## config.mk

```make
export PLATFORM = sky130hd
export DESIGN_NAME = vga_fb_reader
export DESIGN_NICKNAME = d
export VERILOG_FILES = /design/src/rtl/vga_fb_reader.sv
export SDC_FILE = /design/constraint.sdc
export NUM_CORES = 1
export LEC_CHECK = 0
export ABC_AREA = 1
export BUFFER_PORTS_ARGS = -buffer_cell sky130_fd_sc_hd__buf_2
export CAP_MARGIN = 40
export CORE_MARGIN = 4
export CORE_UTILIZATION = 27
export CTS_CLUSTER_SIZE = 8
export DETAILED_ROUTE_END_ITERATION = 6
export PLACE_DENSITY = 0.47
export SETUP_SLACK_MARGIN = 0.02
export SLEW_MARGIN = 20
export SYNTH_ARGS = -nofsm -noshare
export SYNTH_HDL_FRONTEND = slang
export SYNTH_SLANG_ARGS = --single-unit
```

## constraint.sdc

```tcl
create_clock -name clk -period 2.15 [get_ports clk]
set_clock_uncertainty 0.15 [all_clocks]
set_input_delay 0.1075 -clock clk [delete_from_list [all_inputs] [get_ports clk]]
set_output_delay 0.1075 -clock clk [all_outputs]
set_load 0.005 [all_outputs]
```

## src/rtl/vga_fb_reader.sv

```systemverilog
// vga_fb_reader: 640x480@60 VGA timing generator that scans the Tron arena
// framebuffer through a read-only memory port and drives palette-mapped RGB.
module vga_fb_reader #(
   parameter int unsigned           ADDR_WIDTH = 16,
   parameter int unsigned           DATA_WIDTH = 16,
   parameter logic [ADDR_WIDTH-1:0] FB_BASE    = ADDR_WIDTH'(8192),
   parameter int unsigned           GRID_W     = 80,
   parameter int unsigned           CELL_SHIFT = 3,
   parameter int unsigned           CLK_DIV    = 2
) (
   input  logic                  clk,
   input  logic                  reset,
   output logic [ADDR_WIDTH-1:0] fb_addr,
   input  logic [DATA_WIDTH-1:0] fb_data,
   output logic                  hsync,
   output logic                  vsync,
   output logic [7:0]            red,
   output logic [7:0]            green,
   output logic [7:0]            blue,
   output logic                  vblank,
   output logic                  frame_tick
);

   localparam int unsigned DIV_W = $clog2(CLK_DIV);

   localparam logic [9:0] H_VISIBLE    = 10'd640;
   localparam logic [9:0] H_SYNC_START = 10'd656;
   localparam logic [9:0] H_SYNC_END   = 10'd751;
   localparam logic [9:0] H_LAST       = 10'd799;
   localparam logic [9:0] V_VISIBLE    = 10'd480;
   localparam logic [9:0] V_SYNC_START = 10'd490;
   localparam logic [9:0] V_SYNC_END   = 10'd491;
   localparam logic [9:0] V_LAST       = 10'd524;

   logic [DIV_W-1:0]      divCnt_q, divCnt_d;
   logic [9:0]            hCnt_q, hCnt_d;
   logic [9:0]            vCnt_q, vCnt_d;
   logic [ADDR_WIDTH-1:0] fbAddr_q, fbAddr_d;
   logic                  vis1_q, vis1_d;
   logic                  hs1_q, hs1_d;
   logic                  vs1_q, vs1_d;
   logic                  hsync_q, hsync_d;
   logic                  vsync_q, vsync_d;
   logic [7:0]            red_q, red_d;
   logic [7:0]            green_q, green_d;
   logic [7:0]            blue_q, blue_d;
   logic                  frameTick_q, frameTick_d;

   logic                  tick;
   logic                  visible;
   logic                  lineEnd;
   logic                  hSyncActive;
   logic                  vSyncActive;
   logic [ADDR_WIDTH-1:0] cellRow;
   logic [ADDR_WIDTH-1:0] cellCol;
   logic [ADDR_WIDTH-1:0] cellAddr;
   logic [23:0]           paletteRgb;
   logic                  unusedDataBits;

   assign tick        = (divCnt_q == DIV_W'(CLK_DIV - 1));
   assign visible     = (hCnt_q < H_VISIBLE) && (vCnt_q < V_VISIBLE);
   assign lineEnd     = (hCnt_q == H_LAST);
   assign hSyncActive = (hCnt_q >= H_SYNC_START) && (hCnt_q <= H_SYNC_END);
   assign vSyncActive = (vCnt_q >= V_SYNC_START) && (vCnt_q <= V_SYNC_END);

   // Cell address wraps modulo the address width by construction.
   assign cellRow  = ADDR_WIDTH'(vCnt_q >> CELL_SHIFT);
   assign cellCol  = ADDR_WIDTH'(hCnt_q >> CELL_SHIFT);
   assign cellAddr = FB_BASE + cellRow * ADDR_WIDTH'(GRID_W) + cellCol;

   assign unusedDataBits = ^fb_data[DATA_WIDTH-1:4];

   always_comb begin
      case (fb_data[3:0])
         4'd0:    paletteRgb = 24'h000000;
         4'd1:    paletteRgb = 24'h00FFFF;
         4'd2:    paletteRgb = 24'hFF8000;
         4'd3:    paletteRgb = 24'hFFFFFF;
         4'd4:    paletteRgb = 24'h000080;
         default: paletteRgb = 24'hFF00FF;
      endcase
   end

   // Stage A issues the read for the current counters; stage B consumes the
   // returned word one tick later together with the delayed syncs.
   always_comb begin
      divCnt_d    = tick ? '0 : divCnt_q + 1'b1;
      hCnt_d      = hCnt_q;
      vCnt_d      = vCnt_q;
      fbAddr_d    = fbAddr_q;
      vis1_d      = vis1_q;
      hs1_d       = hs1_q;
      vs1_d       = vs1_q;
      hsync_d     = hsync_q;
      vsync_d     = vsync_q;
      red_d       = red_q;
      green_d     = green_q;
      blue_d      = blue_q;
      frameTick_d = 1'b0;
      if (tick) begin
         fbAddr_d = visible ? cellAddr : FB_BASE;
         vis1_d   = visible;
         hs1_d    = ~hSyncActive;
         vs1_d    = ~vSyncActive;
         hsync_d  = hs1_q;
         vsync_d  = vs1_q;
         {red_d, green_d, blue_d} = vis1_q ? paletteRgb : 24'h000000;
         frameTick_d = lineEnd && (vCnt_q == V_VISIBLE - 10'd1);
         if (lineEnd) begin
            hCnt_d = 10'd0;
            vCnt_d = (vCnt_q == V_LAST) ? 10'd0 : vCnt_q + 10'd1;
         end else begin
            hCnt_d = hCnt_q + 10'd1;
         end
      end
   end

   always_ff @(posedge clk) begin
      if (!reset) begin
         divCnt_q    <= '0;
         hCnt_q      <= 10'd0;
         vCnt_q      <= 10'd0;
         fbAddr_q    <= FB_BASE;
         vis1_q      <= 1'b0;
         hs1_q       <= 1'b1;
         vs1_q       <= 1'b1;
         hsync_q     <= 1'b1;
         vsync_q     <= 1'b1;
         red_q       <= 8'd0;
         green_q     <= 8'd0;
         blue_q      <= 8'd0;
         frameTick_q <= 1'b0;
      end else begin
         divCnt_q    <= divCnt_d;
         hCnt_q      <= hCnt_d;
         vCnt_q      <= vCnt_d;
         fbAddr_q    <= fbAddr_d;
         vis1_q      <= vis1_d;
         hs1_q       <= hs1_d;
         vs1_q       <= vs1_d;
         hsync_q     <= hsync_d;
         vsync_q     <= vsync_d;
         red_q       <= red_d;
         green_q     <= green_d;
         blue_q      <= blue_d;
         frameTick_q <= frameTick_d;
      end
   end

   assign fb_addr    = fbAddr_q;
   assign hsync      = hsync_q;
   assign vsync      = vsync_q;
   assign red        = red_q;
   assign green      = green_q;
   assign blue       = blue_q;
   assign vblank     = (vCnt_q >= V_VISIBLE);
   assign frame_tick = frameTick_q;

endmodule

```

# [Word-level counts from Yosys, hierarchy flattened]
# Index checks and enable logic that the tools add are counted.
[totals] regBits=67 latch_bits=0 ram_bits=0 mem_bits_ro=0 inputBits=18 out_inout_bits=44 word_cells=49 memories=0
[classes] add_sub_neg=5 mul=1 div_mod_pow=0 magnitude_cmp=7 n_eq_ne=7 shift=0 muxes=5 bitwise_logic=3 reduce_logical=8
[ops] operator="$pmux W24 S5" n=1
[ops] operator="$mux W24" n=1
[ops] operator="$add A10 B1 Y10 const B" n=2
[ops] operator="$eq A10 B10 Y1 const B" n=2
[ops] operator="$ge A10 B9 Y1 const B" n=2
[ops] operator="$mux W10" n=2
[ops] operator="$add A15 B7 Y16" n=1
[ops] operator="$mux W16" n=1
[ops] operator="$add A14 B14 Y15 const A" n=1
[ops] operator="$eq A10 B9 Y1 const B" n=1
[ops] operator="$ge A10 B10 Y1 const B" n=1
[ops] operator="$le A10 B10 Y1 const B" n=1
[ops] operator="$le A10 B9 Y1 const B" n=1
[ops] operator="$lt A10 B10 Y1 const B" n=1
[ops] operator="$lt A10 B9 Y1 const B" n=1
[ops] operator="$mul A7 B3 Y10 const B" n=1
[ops] operator="$eq A4 B2 Y1 const B" n=2
[ops] operator="$eq A4 B1 Y1 const B" n=1
[ops] operator="$eq A4 B3 Y1 const B" n=1
[ops] operator="$logic_and A1 B1 Y1" n=4
[ops] operator="$logic_not A4 Y1" n=1
[ops] operator="$reduce_and A2 Y1" n=2
[ops] operator="$not A1 Y1" n=3
[ops] operator="$reduce_or A2 Y1" n=1
[ops] operator="$add A1 B1 Y1 const B" n=1

# [Logic depth before layout (Yosys ltp)]
# Gate-level depths: netlist of the first run.
[depth] depth_word=4 mapped_depth=12 mapped_depth_nobuf=12

# [Worst setup path after synthesis of the first run]
# OpenSTA, ideal clock, no wires.
[synth_path] kind="reg-to-reg" startpoint="register vCnt_q[4]" endpoint="register fbAddr_q[13], in the netlist fb_addr[13]" setup_time_ns=0.116 t_arrival_ns=2.102 required_ns=1.884 slack_ns=-0.218 path_stages_with_launch=13 path_buffers=0 synth_period_minus_slack_ns=2.368 cell_sequence="dfxtp_1 ha_1 ha_1 fa_1 nand2_1 inv_1 nand4_1 nand2_1 inv_1 nor2_1 nand3_1 nand2_1 a21oi_1"
[synth_via] elab_chain_len=4 word_cells_on_any_way=6 cone_classes="add/sub (2); mul (1); order compare (1); mux (1); reduce/logical (1)"
[synth_lines] element="start: declaration" line="37" text="logic [9:0] vCnt_q, vCnt_d;"
[synth_lines] element="start signal: assignment" line="136" text="vCnt_q <= vCnt_d;"
[synth_lines] element="$mul A7 B3 Y10" line="69" text="assign cellAddr = FB_BASE + cellRow * ADDR_WIDTH'(GRID_W) + cellCol;"
[synth_lines] element="$add A14 B14 Y15" line="69"
[synth_lines] element="$add A15 B7 Y16" line="69"
[synth_lines] element="$mux W16 *" line="101" text="fbAddr_d = visible ? cellAddr : FB_BASE;"
[synth_lines] element="end signal: assignment" line="137" text="fbAddr_q <= fbAddr_d;"
[synth_lines] element="end: declaration" line="38" text="logic [ADDR_WIDTH-1:0] fbAddr_q, fbAddr_d;"
# Mark *: on every way between the ends. The rest lies on a longest branch, timed or not.
# A chain may end at the register's enable or synchronous reset.

# [Worst setup path after layout of the first run]
[layout_path] startpoint="register vCnt_q[6]" endpoint="register fbAddr_q[12], in the netlist fb_addr[12]"
# The elaborated chain is that of the path after synthesis.

==> results of run 1 <==
## where the power goes
part	switching (mW)	total (mW)	internal (mW)
registers	0.00822	0.883	0.874
clock network	0.302	0.561	0.259
logic	0.0507	0.0789	0.0282
## area by class of cell
class,instances,share of cell area [%]
repair buffers,72,13.1
inverters,41,4.76
well taps,133,5.07
flip-flops and latches,47,29.0
multi-input cells,251,45.3
clock inverters,1,0.267
clock buffers,6,2.51
## layout by cell type, fill, tap and decap left out, types with 2 or more instances in the layout
master	netlist	final
a22o_1	3	3
nand4_1	10	10
nand2_1	80	77
o21ai_1	5	7
nor4_1	2	2
inv_2	4	6
nand2_4	2	2
clkbuf_8	0	6
nor3_1	9	9
ha_4	0	3
dfxtp_4	0	3
nand3_1	22	21
nand2_2	2	5
nand3_2	1	2
nor2_1	34	32
a22oi_1	2	2
o21ai_0	18	16
buf_4	21	21
a21oi_1	14	14
dfxtp_1	47	43
nor2_2	4	5
xor2_1	5	4
ha_1	18	14
buf_2	2	48
inv_1	36	34
dlygate4sd3_1	0	2
## cells by family after synthesis
family / after synthesis / share of synthesized area (%)
AND/OR/NAND/NOR: 172 / 29.1
AO/OA/AOI/OAI: 52 / 11.6
adder cells (fa/ha/maj): 20 / 9.86
XOR/XNOR: 6 / 1.95
other: 1 / 0.139
buffers and inverters: 65 / 12.5
flip-flops: 47 / 35.0
## worst register-to-register path: cells and delay by family, from the launching register on
| kind | cells | cell delay, ns |
|---|---|---|
| DFF | 1 | 0.36 |
| and+or+nand+nor | 6 | 0.45 |
| buffers and inverters | 1 | 0.11 |
| AOI/OAI and AO/OA | 1 | 0.06 |
| adders and majority gates | 3 | 0.94 |
## per-layer routing
metal / share of wire [%] / up-vias / track usage (%) / wire, um
met3: 2.8 / 5 / 2.28 / 180
met4: 1.2 / 0 / 3.25 / 74
li1: - / 1280 / - / -
met5: 0 / - / 0 / 0
met1: 49 / 1100 / 14.6 / 3120
met2: 47 / 28 / 19.4 / 3030
## how the worst max path moves through the flow
stage	to	slack, ns
after global routing	fb_addr[14]	-0.17
after CTS	fb_addr[12]	-0.04
after detailed placement	fb_addr[12]	-0.05
final	fb_addr[12]	-0.03
after global placement	fb_addr[12]	-0.03
after floorplan	fb_addr[13]	0.02
## state kept, by name, indices dropped and copies added (netlist names)
register,count
vCnt_q,10
vis1_q,1
blue,2
fb_addr,15
vs1_q,1
hs1_q,1
red,1
hCnt_q,10
divCnt_q,1
hsync,1
frame_tick,1
green,2
vsync,1
## timing repair
| action | 4_1_cts | 5_1_grt |
|---|---|---|
| endpoints found under the setup margin | 5 | 6 |
| pin swaps | 2 | 2 |
| hold endpoints to repair | 5 | 0 |
| buffers inserted | 1 | 2 |
| hold buffers | 2 | 0 |
| resized for setup | 9 | 6 |
==> flow_summary.json, run 1 <==
{
  "outcome": "finished, violations left",
  "violations": "negative setup slack",
  "hpwl_um": 5120,
  "post_drt_via_cell_ratio": 4.38,
  "power_density_nw_per_um2": 464,
  "num_antenna_cells": 0,
  "cap_violations": 0,
  "final_cells": 551,
  "drtIter0Drc": 91,
  "ir_worst_vdd_mv": 0.250,
  "r2r_slack_ns": -0.03,
  "syn_avg_cell_area_um2": 7.41,
  "track_usage_pct": 11.4,
  "yosysSeqAreaShare_pct": 35.0,
  "crit_type": "reg -> reg",
  "place.gp.congestion": 0.824,
  "clkTransAtPathRegs_ns": 0.08,
  "coreArea_um2": 9730,
  "setup_slack_ns": -0.0296,
  "crit_path_cell_trace": "ha_4 > ha_4 > fa_2 > buf_4 > nand2_2 > nor2_2 > nand2_1 > nor2_2 > nand2_1 > nand2_1 > o21ai_1",
  "grt_pass1_vias": 2283,
  "cts_buffers": 5,
  "worst_path_dominant_cell_family": "adder cells",
  "hold_ws_ns": 0.0243,
  "worstSkewPairLatency_ns": 0.30,
  "utilization_pct": 33.8,
  "route.vias.total": 2413,
  "worst_hold_path.endpoint": "blue[7]",
  "endpoint_kind": "register",
  "drive_gt1_share_pct": 27.3,
  "grt_pass1_wl_um": 10600,
  "synth.most_common_cell": "nand2_1",
  "ys.flop_type": "dfxtp_1",
  "worst_ep_arrival_time_ns": 2.22,
  "dieArea_um2": 11600,
  "wl_per_cell_um": 11.6,
  "worstSetupStartpoint": "vCnt_q[6]",
  "synth_area_leader_cell": "dfxtp_1",
  "cp.required_ns": 2.19,
  "whs_path_depth": 5,
  "antenna_found_initial": 0,
  "synth_top_area_share_pct": 35.0,
  "drv_slew": 0,
  "setup_viol": 2,
  "start_util_pct": 27.7,
  "io_pins": 62,
  "reg2reg_depth": 11,
  "die_w_um": 108,
  "wirelength_um": 6410,
  "drcViolationCount": 0,
  "cts.root.buffer_cell": "clkbuf_8",
  "cts.sinks": 47,
  "hp-start": "fb_data[2]",
  "drt_first_pass_iters": 4,
  "reg2reg_from": "vCnt_q[6]",
  "fmax_mhz": 459,
  "crit_top_cell": "nand2_1",
  "tightest_slew_ns": 0.501,
  "fin_nets": 456,
  "ant_nets": 0,
  "cp.depth": 11,
  "post_dp_cell_area_um2": 3100,
  "multi_input_area_um2": 1490,
  "gr-total-overflow": 0,
  "yosys-top-cells-area": "dfxtp_1 35%, nand2_1 11%, ha_1 8.4%",
  "dpl.cell_count": 539,
  "syn_to_final_growth_pct": 22.0,
  "synth_nets": 401,
  "rsz0062_at_grt": "yes",
  "synth.distinct_cells": 43,
  "netlist_area_um2": 2690,
  "cp_num_buf_inv": 1,
  "max_slew_margin_pct": 66.2,
  "min_period_ns": 2.18,
  "r2r_end": "fb_addr[12]",
  "die_y_um": 108,
  "setup_tns_ns": -0.0438,
  "hp-class": "in -> reg",
  "hold_violations": 0,
  "cp_slowest_stage_delay_ns": 0.54,
  "synth_edf_count": 0,
  "async_flop_share_pct": 0,
  "p_total_mw": 1.52,
  "port-buffer-count": 48,
  "row_count": 36,
  "cts_max_level": 2,
  "dp_slack_ns": -0.0499,
  "synth_commonest_cells": "80 x nand2_1, 47 x dfxtp_1, 36 x inv_1",
  "p_leak_nw": 1.58,
  "cts_tree": "done",
  "syn_inst": 363,
  "seqCellArea_um2": 953,
  "fillers": 1080,
  "clock_path_buffers": 2,
  "synth_seq_cells": 47,
  "path_max_fanout": 3,
  "ys_warn_count": 0,
  "fin_crit_sh_pct": 101,
  "final_cell_area_um2": 3280,
  "worstSetupStartpointType": "register",
  "slowest_stage": "fa_2",
  "grt_start_max_net_pins": 18
}
No activity file was read; power rests on OpenSTA's default activity.
==> inputs of run 2 (changes only) <==
--- a/config.mk
+++ b/config.mk
@@ -10,7 +10,7 @@
 export CAP_MARGIN = 40
 export CORE_MARGIN = 4
 export CORE_UTILIZATION = 27
-export CTS_CLUSTER_SIZE = 8
+export CTS_CLUSTER_SIZE = 40
 export DETAILED_ROUTE_END_ITERATION = 6
 export PLACE_DENSITY = 0.47
 export SETUP_SLACK_MARGIN = 0.02
@@ -18,3 +18,4 @@
 export SYNTH_ARGS = -nofsm -noshare
 export SYNTH_HDL_FRONTEND = slang
 export SYNTH_SLANG_ARGS = --single-unit
+export TNS_END_PERCENT = 50
==> flow_summary.json, run 2 (synthesis results as in run 1) <==
{
  "port-buffer-count": 48,
  "grt_pass1_vias": 2271,
  "hp-class": "in -> reg",
  "r2r_slack_ns": -0.02,
  "fmax_mhz": 460,
  "grt_start_max_net_pins": 18,
  "dpl.cell_count": 539,
  "rsz0062_at_grt": "yes",
  "cts_tree": "done",
  "cp_num_buf_inv": 2,
  "drt_first_pass_iters": 4,
  "coreArea_um2": 9730,
  "fin_nets": 453,
  "final_cell_mix": "76 x nand2_1, 48 x buf_2, 43 x dfxtp_1, 34 x inv_1, 32 x nor2_1",
  "fin_crit_sh_pct": 101,
  "worst_path_dominant_cell_family": "adder cells",
  "power_density_nw_per_um2": 466,
  "min_period_ns": 2.17,
  "p_leak_nw": 1.56,
  "final_cell_area_um2": 3270,
  "largest_reg_flops": 15,
  "clkTransAtPathRegs_ns": 0.08,
  "gr-total-overflow": 0,
  "endpoint_kind": "register",
  "setup_slack_ns": -0.0229,
  "crit_top_cell": "nand2_2",
  "post_dp_cell_area_um2": 3100,
  "num_antenna_cells": 0,
  "violations": "negative setup slack",
  "io_pins": 62,
  "dieArea_um2": 11600,
  "track_usage_pct": 11.4,
  "start_util_pct": 27.7,
  "outcome": "finished, violations left",
  "worst_ep_arrival_time_ns": 2.21,
  "final_cells": 548,
  "cp_slowest_stage_delay_ns": 0.53,
  "die_w_um": 108,
  "wirelength_um": 6430,
  "hold_ws_ns": 0.0162,
  "ant_nets": 0,
  "cp.required_ns": 2.19,
  "antenna_found_initial": 0,
  "crit_type": "reg -> reg",
  "crit_path_cell_trace": "ha_4 > ha_4 > fa_2 > nand2_2 > inv_2 > nand4_1 > nand2_2 > inv_2 > nor2_4 > nand3_2 > nand2_2 > a21oi_2",
  "die_y_um": 108,
  "cap_violations": 0,
  "worstSetupStartpointType": "register",
  "dp_slack_ns": -0.0499,
  "hold_violations": 0,
  "route.vias.total": 2393,
  "postCtsSetupRepairBufs": 0,
  "grt_pass1_wl_um": 10600,
  "syn_to_final_growth_pct": 21.5,
  "clock_path_buffers": 2,
  "utilization_pct": 33.6,
  "row_count": 36,
  "cts.root.buffer_cell": "clkbuf_8",
  "ir_worst_vdd_mv": 0.252,
  "cts_max_level": 2,
  "drv_slew": 0,
  "cts_buffers": 5,
  "wl_per_cell_um": 11.7,
  "drcViolationCount": 0,
  "slowest_stage": "fa_2",
  "worstSkewPairLatency_ns": 0.30,
  "setup_viol": 4,
  "cts.sinks": 47,
  "path_max_fanout": 3,
  "place.gp.congestion": 0.824,
  "post_drt_via_cell_ratio": 4.37,
  "final_common_cell": "nand2_1",
  "drtIter0Drc": 85,
  "hpwl_um": 5120,
  "drive_gt1_share_pct": 27.5
}
## run 2: area by class of cell
type	count	area, um2
Sequential cell	47	953
Timing Repair Buffer	69	403
Multi-Input combinational cell	251	1500
Tap cell	133	166
Inverter	41	156
Clock inverter	1	8.76
Clock buffer	6	82.6
Fill cell	1081	6460
## run 2: worst register-to-register path: cells and delay by family, from the launching register on
family	cells	cell delay, ns
and+or+nand+nor	6	0.50
DFF	1	0.36
buffers and inverters	2	0.09
AOI/OAI and AO/OA	1	0.04
adders and majority gates	3	0.93
## run 2: routing by layer
layer / vias up / routed length, um / global-route usage (%)
met5: - / 0 / 0
met4: 0 / 60 / 3.25
met3: 4 / 184 / 2.28
met2: 29 / 3030 / 19.3
met1: 1088 / 3160 / 14.6
li1: 1272 / - / -
## run 2: path summary, 6_finish.rpt
kind,startpoint,end,cells after the start
max,vCnt_q[6],fb_addr[13],12
min,fb_data[2],blue[7],5
max reg2reg,vCnt_q[6],fb_addr[13],12
min reg2reg,green[7],green[7],2
## run 2: power by group
part	switching, mW	internal (mW)	leakage, nW	total [mW]
logic	0.0510	0.0282	1.13	0.0792
clock network	0.303	0.259	0.0477	0.562
registers	0.00824	0.874	0.383	0.883
total	0.362	1.16	1.56	1.52
## run 2: metrics by stage
stage                     power, mW  setup TNS, ns
after global placement        0.981        -0.0816
after global routing           1.60         -0.715
after floorplan               0.965              0
final                          1.52        -0.0511
after CTS                      1.56         -0.113
after detailed placement      0.981         -0.145
## run 2: repair_timing
| item | CTS | global route |
|---|---|---|
| setup endpoints to repair | 5 | 6 |
| hold buffers | 2 | 0 |
| endpoints found under the hold margin | 5 | 0 |
| pin swaps | 1 | 5 |
| resized for setup | 4 | 13 |
